`src/rtl/pipe_ctrl_pkg.sv`:
```
// rtl/pipe_ctrl_pkg.sv - opcodes, ALU-op codes and the control bundle for the pipelined control unit
package pipe_ctrl_pkg;

    localparam logic [5:0] OP_RTYPE = 6'b000000;
    localparam logic [5:0] OP_J     = 6'b000010;
    localparam logic [5:0] OP_BEQ   = 6'b000100;
    localparam logic [5:0] OP_BNE   = 6'b000101;
    localparam logic [5:0] OP_ADDI  = 6'b001000;
    localparam logic [5:0] OP_ORI   = 6'b001101;
    localparam logic [5:0] OP_LW    = 6'b100011;
    localparam logic [5:0] OP_SW    = 6'b101011;

    localparam logic [1:0] ALUOP_FUNCT = 2'd0;
    localparam logic [1:0] ALUOP_ADD   = 2'd1;
    localparam logic [1:0] ALUOP_SUB   = 2'd2;
    localparam logic [1:0] ALUOP_OR    = 2'd3;

    typedef struct packed {
        logic       alu_src;
        logic       reg_dst;
        logic       branch;
        logic       branch_ne;
        logic [1:0] alu_op;
        logic       mem_read;
        logic       mem_write;
        logic       reg_write;
        logic       memto_reg;
    } ctrl_bundle_t;

    // A bubble is a no-op: nothing written, nothing accessed.
    localparam ctrl_bundle_t CTRL_BUBBLE = '0;

endpackage

```
`src/rtl/ctrl_decode.sv`:
```
// rtl/ctrl_decode.sv - combinational opcode decoder for the pipelined control unit
//
// Ports:
//   op          in   opcode of the instruction in ID
//   ctrl        out  control bundle (all-zero for j and for illegal opcodes)
//   ext_op      out  1 sign-extend immediate, 0 zero-extend (ori)
//   jump        out  opcode is j
//   illegal_op  out  opcode not decodable with the enabled instruction set
module ctrl_decode
    import pipe_ctrl_pkg::*;
#(
    parameter bit SUPPORT_BNE = 1'b1,
    parameter bit SUPPORT_ORI = 1'b1
) (
    input  logic [5:0]   op,
    output ctrl_bundle_t ctrl,
    output logic         ext_op,
    output logic         jump,
    output logic         illegal_op
);

    always_comb begin
        ctrl       = CTRL_BUBBLE;
        ext_op     = 1'b1;
        jump       = 1'b0;
        illegal_op = 1'b0;
        case (op)
            OP_RTYPE: begin
                ctrl.reg_dst   = 1'b1;
                ctrl.reg_write = 1'b1;
                ctrl.alu_op    = ALUOP_FUNCT;
            end
            OP_LW: begin
                ctrl.alu_src   = 1'b1;
                ctrl.mem_read  = 1'b1;
                ctrl.memto_reg = 1'b1;
                ctrl.reg_write = 1'b1;
                ctrl.alu_op    = ALUOP_ADD;
            end
            OP_SW: begin
                ctrl.alu_src   = 1'b1;
                ctrl.mem_write = 1'b1;
                ctrl.alu_op    = ALUOP_ADD;
            end
            OP_ADDI: begin
                ctrl.alu_src   = 1'b1;
                ctrl.reg_write = 1'b1;
                ctrl.alu_op    = ALUOP_ADD;
            end
            OP_BEQ: begin
                ctrl.branch = 1'b1;
                ctrl.alu_op = ALUOP_SUB;
            end
            OP_BNE: begin
                if (SUPPORT_BNE) begin
                    ctrl.branch    = 1'b1;
                    ctrl.branch_ne = 1'b1;
                    ctrl.alu_op    = ALUOP_SUB;
                end else begin
                    illegal_op = 1'b1;
                end
            end
            OP_ORI: begin
                if (SUPPORT_ORI) begin
                    ctrl.alu_src   = 1'b1;
                    ctrl.reg_write = 1'b1;
                    ctrl.alu_op    = ALUOP_OR;
                    ext_op         = 1'b0;
                end else begin
                    illegal_op = 1'b1;
                end
            end
            OP_J: begin
                jump = 1'b1;
            end
            default: begin
                illegal_op = 1'b1;
            end
        endcase
    end

endmodule

```
`src/rtl/pipe_ctrl_unit.sv`:
```
// rtl/pipe_ctrl_unit.sv - 5-stage pipeline control: decode, ID/EX/MEM/WB control registers, hazards
//
// Ports:
//   clk_i, rst_i                 clock (rising edge), asynchronous active-high reset
//   Op_i, Rs_i, Rt_i, Rd_i       instruction fields held in IF/ID
//   BrTaken_i                    branch currently in EX resolves taken
//   Jump_o, ExtOp_o, IllegalOp_o combinational decode of the ID instruction
//   Stall_o                      hold PC and IF/ID (load-use hazard)
//   Flush_o                      clear IF/ID on the next edge (taken branch or jump)
//   EX_*                         ID/EX control register
//   MEM_MemRead_o, MEM_MemWrite_o EX/MEM control register
//   WB_RegWrite_o, WB_MemtoReg_o, WB_WriteReg_o  MEM/WB control register
//   StallCnt_o                   saturating count of stall cycles
module pipe_ctrl_unit
    import pipe_ctrl_pkg::*;
#(
    parameter int REG_AW      = 5,
    parameter bit SUPPORT_BNE = 1'b1,
    parameter bit SUPPORT_ORI = 1'b1,
    parameter int CNT_W       = 16
) (
    input  logic              clk_i,
    input  logic              rst_i,
    input  logic [5:0]        Op_i,
    input  logic [REG_AW-1:0] Rs_i,
    input  logic [REG_AW-1:0] Rt_i,
    input  logic [REG_AW-1:0] Rd_i,
    input  logic              BrTaken_i,
    output logic              Jump_o,
    output logic              ExtOp_o,
    output logic              Stall_o,
    output logic              Flush_o,
    output logic              IllegalOp_o,
    output logic              EX_ALUSrc_o,
    output logic              EX_RegDst_o,
    output logic              EX_Branch_o,
    output logic              EX_BranchNe_o,
    output logic [1:0]        EX_ALUOp_o,
    output logic              MEM_MemRead_o,
    output logic              MEM_MemWrite_o,
    output logic              WB_RegWrite_o,
    output logic              WB_MemtoReg_o,
    output logic [REG_AW-1:0] WB_WriteReg_o,
    output logic [CNT_W-1:0]  StallCnt_o
);

    ctrl_bundle_t      dec_ctrl;
    ctrl_bundle_t      id_ctrl;
    logic [REG_AW-1:0] id_dest;

    ctrl_bundle_t      ex_ctrl;
    logic [REG_AW-1:0] ex_dest;

    logic              mem_read;
    logic              mem_write;
    logic              mem_reg_write;
    logic              mem_memto_reg;
    logic [REG_AW-1:0] mem_dest;

    logic              wb_reg_write;
    logic              wb_memto_reg;
    logic [REG_AW-1:0] wb_dest;

    logic              load_use;
    logic              bubble;
    logic [CNT_W-1:0]  stall_cnt;

    ctrl_decode #(
        .SUPPORT_BNE (SUPPORT_BNE),
        .SUPPORT_ORI (SUPPORT_ORI)
    ) u_decode (
        .op         (Op_i),
        .ctrl       (dec_ctrl),
        .ext_op     (ExtOp_o),
        .jump       (Jump_o),
        .illegal_op (IllegalOp_o)
    );

    // Register 0 is hard-wired, so a write to it is dropped here rather than in the register file.
    always_comb begin
        id_ctrl = dec_ctrl;
        id_dest = dec_ctrl.reg_dst ? Rd_i : Rt_i;
        if (id_dest == '0) begin
            id_ctrl.reg_write = 1'b0;
        end
    end

    // The hazard compares against Rs/Rt regardless of whether the ID instruction reads them;
    // an occasional unnecessary stall is cheaper than per-opcode source tracking.
    assign load_use = ex_ctrl.mem_read && (ex_dest != '0) &&
                      ((ex_dest == Rs_i) || (ex_dest == Rt_i));

    // A taken branch kills the ID instruction anyway, so stalling it would be pointless.
    assign Stall_o = load_use && !BrTaken_i;
    // A jump held by a stall must not flush: the jump itself is still in IF/ID.
    assign Flush_o = BrTaken_i || (Jump_o && !load_use);
    assign bubble  = BrTaken_i || load_use;

    always_ff @(posedge clk_i or posedge rst_i) begin
        if (rst_i) begin
            ex_ctrl       <= CTRL_BUBBLE;
            ex_dest       <= '0;
            mem_read      <= 1'b0;
            mem_write     <= 1'b0;
            mem_reg_write <= 1'b0;
            mem_memto_reg <= 1'b0;
            mem_dest      <= '0;
            wb_reg_write  <= 1'b0;
            wb_memto_reg  <= 1'b0;
            wb_dest       <= '0;
            stall_cnt     <= '0;
        end else begin
            if (bubble) begin
                ex_ctrl <= CTRL_BUBBLE;
                ex_dest <= '0;
            end else begin
                ex_ctrl <= id_ctrl;
                ex_dest <= id_dest;
            end
            mem_read      <= ex_ctrl.mem_read;
            mem_write     <= ex_ctrl.mem_write;
            mem_reg_write <= ex_ctrl.reg_write;
            mem_memto_reg <= ex_ctrl.memto_reg;
            mem_dest      <= ex_dest;
            wb_reg_write  <= mem_reg_write;
            wb_memto_reg  <= mem_memto_reg;
            wb_dest       <= mem_dest;
            if (Stall_o && (stall_cnt != '1)) begin
                stall_cnt <= stall_cnt + 1'b1;
            end
        end
    end

    assign EX_ALUSrc_o    = ex_ctrl.alu_src;
    assign EX_RegDst_o    = ex_ctrl.reg_dst;
    assign EX_Branch_o    = ex_ctrl.branch;
    assign EX_BranchNe_o  = ex_ctrl.branch_ne;
    assign EX_ALUOp_o     = ex_ctrl.alu_op;
    assign MEM_MemRead_o  = mem_read;
    assign MEM_MemWrite_o = mem_write;
    assign WB_RegWrite_o  = wb_reg_write;
    assign WB_MemtoReg_o  = wb_memto_reg;
    assign WB_WriteReg_o  = wb_dest;
    assign StallCnt_o     = stall_cnt;

endmodule

```
`config.mk`:
```
export PLATFORM = sky130hd
export DESIGN_NAME = pipe_ctrl_unit
export DESIGN_NICKNAME = d
export VERILOG_FILES = /design/src/rtl/pipe_ctrl_pkg.sv /design/src/rtl/ctrl_decode.sv /design/src/rtl/pipe_ctrl_unit.sv
export SDC_FILE = /design/constraint.sdc
export NUM_CORES = 1
export LEC_CHECK = 0
export CAP_MARGIN = 20
export CORE_MARGIN = 4
export CORE_UTILIZATION = 50
export DETAILED_ROUTE_END_ITERATION = 10
export PLACE_DENSITY = 0.86
export SLEW_MARGIN = 20
export SYNTH_ARGS = -nofsm -noshare
export SYNTH_HDL_FRONTEND = slang
export SYNTH_SLANG_ARGS = --single-unit
```
`constraint.sdc`:
```
create_clock -name clk_i -period 5 [get_ports clk_i]
set_input_delay 1 -clock clk_i [delete_from_list [all_inputs] [get_ports clk_i]]
set_output_delay 1 -clock clk_i [all_outputs]
set_load 0.1 [all_outputs]
```
# --- Yosys cells after proc, flatten, opt, wreduce, memory -nomap -nowiden ---
# Index checks and enable logic that the tools add are counted.
word_totals:
  reg_bits: 47
  inputBits: 24
op_classes:
  addsub: 1
  eq_ne: 10
  muxes: 15
  n_reduce_logical: 18
ops:
  columns: ["operator", "n"]
  rows:
  - ["$add 16x1->16 const B", 1]
  - ["$ne 16x16->1 const B", 1]
  - ["$eq 6x3->1 const B", 2]
  - ["$eq 6x4->1 const B", 2]
  - ["$eq 6x6->1 const B", 2]
  - ["$mux 1", 11]
  - ["$eq 5x5->1", 2]
  - ["$mux 10", 1]
  - ["$mux 5", 2]
  - ["$reduce_or 4->1", 2]
  - ["$reduce_or 8->1", 1]
  - ["$eq 6x2->1 const B", 1]
  - ["$logic_not 6->1", 1]
  - ["$pmux 2 s3", 1]
  - ["$logic_and 1x1->1", 5]
  - ["$logic_not 5->1", 1]
  - ["$reduce_bool 5->1", 1]
  - ["$logic_or 1x1->1", 3]
  - ["$reduce_or 3->1", 1]
  - ["$logic_not 1->1", 2]
  - ["$reduce_or 2->1", 1]

# --- Longest topological paths before layout ---
# Gate-level depths: netlist of run 1.
depth:
  word_depth: 6
  mapped_depth: 6
  depth_no_buf: 6

# --- Hierarchy ---
# Synthesis of run 1 repeated with hierarchy kept, for this count alone.
unflattened:
  cells_unflattened: 184
  area_unflattened_um2: 2174.6
by_module_without_submodules:
  columns: ["module", "instances", "cells_each", "area_per_inst_um2", "seq_area_each_um2"]
  rows:
  - ["pipe_ctrl_unit", 1, 150, 1954.4, 1176.1]
  - ["ctrl_decode", 1, 34, 220.2, 0.0]

# --- Worst setup path before layout of run 1 ---
# OpenSTA, ideal clock, no wires.
synth_path:
  path_type: "input to output"
  from: "input Rs_i[4]"
  to: "output Stall_o"
  arrival_time_ns: 3.690
  slack_ns: 0.310
  stages: 5
  path_buffers: 1
  path_cell_list: "xnor2_1 > nand3_1 > o22a_1 > clkbuf_1 > nor3_1"
synth_between:
  elab_chain_cells: 4
synth_rtl:
  columns: ["item", "line_no", "rtl"]
  rows:
  - ["start: declaration", "pipe_ctrl_unit.sv:25", "input logic [REG_AW-1:0] Rs_i,"]
  - ["$eq 5x5->1", "pipe_ctrl_unit.sv:91", "((ex_dest == Rs_i) || (ex_dest == Rt_i));"]
  - ["$logic_or 1x1->1", "pipe_ctrl_unit.sv:91", null]
  - ["$logic_and 1x1->1", "pipe_ctrl_unit.sv:90", "assign load_use = ex_ctrl.mem_read && (ex_dest != '0) &&"]
  - ["$logic_and 1x1->1", "pipe_ctrl_unit.sv:94", "assign Stall_o = load_use && !BrTaken_i;"]
  - ["end: declaration", "pipe_ctrl_unit.sv:31", "output logic Stall_o,"]
# Every way passes these cells.

# --- Worst setup path after layout of run 1 ---
layout_path:
  from: "input Op_i[4]"
  to: "output Flush_o"
layout_between:
  elab_chain_cells: 4
layout_rtl:
  columns: ["item", "line_no", "rtl"]
  rows:
  - ["start: declaration", "pipe_ctrl_unit.sv:24", "input logic [5:0] Op_i,"]
  - ["$eq 6x2->1", "ctrl_decode.sv:27", "case (op)"]
  - ["$mux 1", "ctrl_decode.sv:27", null]
  - ["$logic_and 1x1->1", "pipe_ctrl_unit.sv:96", "assign Flush_o = BrTaken_i || (Jump_o && !load_use);"]
  - ["$logic_or 1x1->1", "pipe_ctrl_unit.sv:96", null]
  - ["end: declaration", "pipe_ctrl_unit.sv:32", "output logic Flush_o,"]
# Every way passes these cells.

==> results of run 1 <==
-- metrics by stage --
step	instance area, µm²	setup WS (ns)	instances	power (mW)
final	2766	1.028	297	0.7665
after global routing	2766	0.7839	297	0.7941
after CTS	2766	1.019	297	0.7724
after detailed placement	2655	1.033	289	0.4996
after global placement	2655	1.082	289	0.4973
after floorplan	2056	0.3097	188	0.4603
-- cell families after synthesis --
family                   Yosys count
flip-flops                        45
multiplexers                       4
XOR/XNOR                          23
AND/OR/NAND/NOR                   80
buffers and inverters             12
AO/OA/AOI/OAI                     23
adder cells (fa/ha/maj)            1
-- power breakdown --
| group | switching [mW] | internal (mW) | total [mW] |
|---|---|---|---|
| clock | 0.125 | 0.150 | 0.275 |
| combinational | 0.0749 | 0.0383 | 0.113 |
| sequential | 0.00641 | 0.372 | 0.379 |
-- cell type report --
class | count | area share
flip-flops and latches | 45 | 0.4071
multi-input cells | 131 | 0.3143
repair buffers | 60 | 0.2117
clock buffers | 6 | 0.02623
well taps | 50 | 0.02261
clock inverters | 2 | 0.01402
inverters | 3 | 0.004071
-- layer usage --
| layer | vias to the layer above | routed length [µm] | global-route usage | part of all wire |
|---|---|---|---|---|
| met5 | - | 0 | 0 | 0 |
| met4 | 0 | 85 | 0.07933 | 0.018 |
| met3 | 7 | 246 | 0.04848 | 0.052 |
| met2 | 62 | 2462 | 0.3165 | 0.52 |
| met1 | 821 | 1959 | 0.2555 | 0.41 |
| li1 | 792 | - | - | - |
-- worst max-delay path: stages --
cell and delay (ns):
clkdlybuf4s50_1 0.61, nor4_2 0.62, and3b_1 0.27, o21ai_0 0.09, nand2b_1 0.09, buf_4 0.28
-- synth_stat cells, types with 2 or more instances --
master     n  area share
clkbuf_1   6       0.011
mux2_2     2       0.011
and3_1     2      0.0061
a21oi_1    6       0.015
nand4_1    6       0.018
nand3_1   23       0.056
inv_1      3      0.0055
nand2_1   13       0.024
buf_4      2      0.0073
nor3_1     8       0.019
o21ai_0    5       0.012
nor4_1     7       0.021
nor2_1     8       0.015
xor2_1     5       0.021
xnor2_1   18       0.077
dfrtp_1   45        0.55
-- how the worst max path moves through the flow --
stage / startpoint / to / depth (start not counted)
2_1_floorplan: Rs_i[4] / Stall_o / 5
3_3_place_gp: Op_i[4] / Flush_o / 6
3_5_place_dp: Op_i[4] / Flush_o / 6
4_1_cts: Op_i[4] / Flush_o / 6
5_1_grt: Op_i[4] / Flush_o / 6
6_report: Op_i[4] / Flush_o / 6
==> results.sh, run 1 <==
export IMPL_nets=271
export IMPL_clkTransAtPathRegs_ns=0.08
export IMPL_cts_buffers=5
export IMPL_hold_depth=0
export IMPL_avgSynthCellArea_um2=10.93
export IMPL_fillCellCount=320
export IMPL_grt_overflow=0
export IMPL_hold_buffers=0
export IMPL_final_cell_mix="54 x clkdlybuf4s50_1, 45 x dfrtp_1, 23 x nand3_1, 18 x xnor2_1, 13 x nand2_1"
export IMPL_ctsLongestPathBuffers=2
export IMPL_area_growth_pct=34.57
export IMPL_antenna_cells=0
export IMPL_start_kind="primary input"
export IMPL_cts_setup_buffers=0
export IMPL_die_w_um=72.12
export IMPL_yosys_area_share_adder=0.006086
export IMPL_routed_wl_um=4755
export IMPL_grt_pass1_vias=1639
export IMPL_holdPathEnd="WB_WriteReg_o[4]"
export IMPL_drtAntennaViolNets=0
export IMPL_ff_latch_area_mm2=0.001126
export IMPL_slew_headroom=0.3352
export IMPL_cp_max_fo=11
export IMPL_rows=23
export IMPL_timing_rr_end="ex_ctrl[1]"
export IMPL_syn_inst=188
export IMPL_first_pass_iters=4
export IMPL_endpoint_kind="output port"
export IMPL_hold_path_startpoint="mem_dest[4]"
export IMPL_ys_flop_type="dfrtp_1"
export IMPL_skew_ns=0.006498
export IMPL_critPathKind="in -> out"
export IMPL_drv_cap=0
export IMPL_leakagePower_nw=1.151
export IMPL_drc=0
export IMPL_port_buffer_count=59
export IMPL_synth_xor_area_share=0.09799
export IMPL_synth_compound_area_share=0.08095
export IMPL_cts_root_buffer_cell="clkbuf_8"
export IMPL_antenna_found_initial=0
export IMPL_ys_seq_area_frac=0.5478
export IMPL_synth_area_mm2=0.002056
export IMPL_grtUsageTotal=0.1968
export IMPL_vias=1682
export IMPL_ir_worst_vdd_mv=0.1580
export IMPL_cts_sinks=45
export IMPL_reg2regPathDepth=5
export IMPL_die_y_um=72.12
export IMPL_synth_ff_latch_count=45
export IMPL_cts_repair_resized=0
export IMPL_tns_ns=0
export IMPL_drive_gt1_frac=0.1012
export IMPL_dpl_hpwl_um=3407
export IMPL_synth_cell_types=45
export IMPL_tightest_slew_ns=0.9942
export IMPL_gp_congestion=0.8623
export IMPL_crit_arrival_ns=2.97
export IMPL_min_period_over_period=0.7944
export IMPL_rrSetupSlack_ns=2.83
export IMPL_async_flop_share=1.000
export IMPL_grt_max_degree=46
export IMPL_slew_viol_final=0
export IMPL_start_util=0.5139
export IMPL_p_per_area_mw_per_mm2=277.1
export IMPL_min_period_ns=3.972
export IMPL_multi_input_area_um2=869.6
export IMPL_finalHoldWorstSlack_ns=0.3521
export IMPL_final_common_cell="clkdlybuf4s50_1"
export IMPL_grt_pass1_wl_um=7921
export IMPL_finalHoldViolCount=0
export IMPL_synth_edf_count=0
export IMPL_setup_violations=0
export IMPL_min_path_type="reg -> reg"
export IMPL_core_area_mm2=0.004000
export IMPL_outcome="finished, final reports clean"
export IMPL_max_freq_mhz=251.8
export IMPL_num_io_pins=60
export IMPL_cts_htree_levels=2
export IMPL_vias_per_cell=5.663
export IMPL_worstReg2RegStart="ex_dest[0]"
export IMPL_routedWlPerCell_um=16.01
export IMPL_yosys_mux_area_fraction=0.02313
export IMPL_cts_tree="yes"
export IMPL_largest_register_ffs=16
export IMPL_die_area_mm2=0.005201
export IMPL_synth_top_family_by_area="simple AND/OR/NAND/NOR gates"
export IMPL_clk_latency_ns=0.30
export IMPL_utilization=0.6916
export IMPL_rsz0062_at_grt="false"
export IMPL_worstPathRequired_ns=4.00
export IMPL_drtIter0Drc=139
export IMPL_syn_nets=213
export IMPL_synth_simple_area_share=0.2149
export IMPL_ys_warn_count=0
Note: power is estimated with default switching activity, not from simulation.
==> inputs of run 2 (changes only) <==
--- a/config.mk
+++ b/config.mk
@@ -7,9 +7,9 @@
 export LEC_CHECK = 0
 export CAP_MARGIN = 20
 export CORE_MARGIN = 4
-export CORE_UTILIZATION = 50
+export CORE_UTILIZATION = 42
 export DETAILED_ROUTE_END_ITERATION = 10
-export PLACE_DENSITY = 0.86
+export PLACE_DENSITY = 0.77
 export SLEW_MARGIN = 20
 export SYNTH_ARGS = -nofsm -noshare
 export SYNTH_HDL_FRONTEND = slang
==> constraint.sdc (replaced) <==
create_clock -name clk_i -period 3.4 [get_ports clk_i]
set_input_delay 0.68 -clock clk_i [delete_from_list [all_inputs] [get_ports clk_i]]
set_output_delay 0.68 -clock clk_i [all_outputs]
set_load 0.1 [all_outputs]
==> results.sh, run 2 (synthesis results as in run 1) <==
export IMPL_leakagePower_nw=1.246
export IMPL_critPathKind="in -> out"
export IMPL_grt_pass1_vias=1650
export IMPL_cts_root_buffer_cell="clkbuf_8"
export IMPL_tns_ns=0
export IMPL_die_w_um=77.96
export IMPL_fillCellCount=374
export IMPL_p_int_mw=0.9054
export IMPL_routed_wl_um=4440
export IMPL_crit_arrival_ns=2.33
export IMPL_cts_repair_resized=0
export IMPL_drv_cap=0
export IMPL_skew_ns=0.005548
export IMPL_area_growth_pct=39.38
export IMPL_core_area_mm2=0.004723
export IMPL_setup_violations=0
export IMPL_vias=1669
export IMPL_hold_depth=0
export IMPL_min_path_type="reg -> reg"
export IMPL_antenna_found_initial=0
export IMPL_final_cell_mix="45 x dfrtp_1, 34 x clkdlybuf4s50_1, 25 x buf_4, 23 x nand3_1, 18 x xnor2_1"
export IMPL_port_buffer_count=59
export IMPL_finalHoldWorstSlack_ns=0.3526
export IMPL_grt_overflow=0
export IMPL_slew_headroom=0.3529
export IMPL_start_kind="primary input"
export IMPL_worstPathRequired_ns=2.72
export IMPL_timing_rr_end="StallCnt_o[5]"
export IMPL_max_freq_mhz=332.4
export IMPL_vias_per_cell=5.248
export IMPL_clk_latency_ns=0.29
export IMPL_cp_max_fo=11
export IMPL_antenna_cells=0
export IMPL_p_seq_frac=0.462
export IMPL_dpl_hpwl_um=3279
export IMPL_num_io_pins=60
export IMPL_power_net_switching_mw=0.2987
export IMPL_p_per_area_mw_per_mm2=420.3
export IMPL_start_util=0.4352
export IMPL_drive_gt1_frac=0.2112
export IMPL_cts_buffers=5
export IMPL_p_comb_frac=0.144
export IMPL_endpoint_kind="output port"
export IMPL_cts_setup_buffers=0
export IMPL_hold_path_startpoint="mem_dest[3]"
export IMPL_worstReg2RegStart="StallCnt_o[6]"
export IMPL_sw_frac_of_total=0.2481
export IMPL_min_period_ns=3.009
export IMPL_die_area_mm2=0.006078
export IMPL_final_common_cell="dfrtp_1"
export IMPL_placedCellCount=310
export IMPL_clockPowerShare=0.393
export IMPL_die_y_um=77.96
export IMPL_routedWlPerCell_um=13.96
export IMPL_nets=275
export IMPL_stdcell_count=318
export IMPL_drtIter0Drc=87
export IMPL_cts_tree="yes"
export IMPL_first_pass_iters=4
export IMPL_holdPathEnd="WB_WriteReg_o[3]"
export IMPL_grtUsageTotal=0.1516
export IMPL_drc=0
export IMPL_gp_congestion=0.8543
export IMPL_reg2regPathDepth=5
export IMPL_rrSetupSlack_ns=1.34
export IMPL_tightest_slew_ns=0.9676
export IMPL_min_period_over_period=0.8849
export IMPL_rows=25
export IMPL_grt_pass1_wl_um=7396
export IMPL_hold_buffers=0
export IMPL_ctsLongestPathBuffers=2
export IMPL_largest_register_ffs=16
export IMPL_slew_viol_final=0
export IMPL_outcome="finished, final reports clean"
export IMPL_grt_max_degree=32
export IMPL_rsz0062_at_grt="false"
export IMPL_cts_htree_levels=2
export IMPL_clkTransAtPathRegs_ns=0.08
export IMPL_ir_worst_vdd_mv=0.1929
export IMPL_drtAntennaViolNets=0
export IMPL_cts_sinks=45
export IMPL_finalHoldViolCount=0
## run 2: stage by stage
| step | utilization | setup WS [ns] | cell area [µm²] | power (mW) |
|---|---|---|---|---|
| final | 0.6066 | 0.3915 | 2865 | 1.204 |
| after floorplan | - | 0.07364 | 2064 | 0.6774 |
| after CTS | 0.6066 | 0.3740 | 2865 | 1.217 |
| after detailed placement | 0.5775 | 0.3716 | 2728 | 0.7421 |
| after global routing | 0.6066 | 0.2842 | 2865 | 1.252 |
| after global placement | 0.5775 | 0.3982 | 2728 | 0.7398 |
## run 2: worst max path at each step
stage | start | end | slack, ns | cells past startpoint
floorplan | Op_i[0] | IllegalOp_o | 0.07 | 5
global placement | Op_i[2] | Flush_o | 0.40 | 6
detailed placement | Rt_i[0] | Flush_o | 0.37 | 7
CTS | Rt_i[0] | Flush_o | 0.37 | 7
global route | Rt_i[3] | Flush_o | 0.28 | 7
finish | Op_i[2] | Flush_o | 0.39 | 6
## run 2: layer usage
layer  part of all wire  GRT usage  vias up
li1                   -          -      799
met4              0.021    0.08741        0
met5                  0          0        -
met1               0.43     0.1889      807
met2               0.50     0.2432       53
met3              0.050    0.03132       10
## run 2: power by group through the flow
stage / logic, mW / registers (mW) / clock network (mW)
2_1_floorplan: 0.0697 / 0.608 / 0
3_3_place_gp: 0.172 / 0.567 / 0
3_5_place_dp: 0.175 / 0.568 / 0
4_1_cts: 0.175 / 0.557 / 0.485
5_1_grt: 0.184 / 0.559 / 0.509
6_report: 0.174 / 0.557 / 0.474
## run 2: final cells by class
| class | count | area [µm²] | share of cell area |
|---|---|---|---|
| clock inverters | 3 | 68.82 | 0.02402 |
| clock buffers | 5 | 68.82 | 0.02402 |
| inverters | 3 | 11.26 | 0.003930 |
| flip-flops and latches | 45 | 1126 | 0.3930 |
| repair buffers | 64 | 628.1 | 0.2192 |
| multi-input cells | 131 | 878.3 | 0.3065 |
| well taps | 67 | 83.83 | 0.02926 |
## run 2: worst max-delay path, cell delays in order
cell,delay [ns]
clkdlybuf4s50_1,0.61
nor4_2,0.34
and3b_2,0.29
o21ai_0,0.12
nand2b_2,0.12
buf_12,0.17
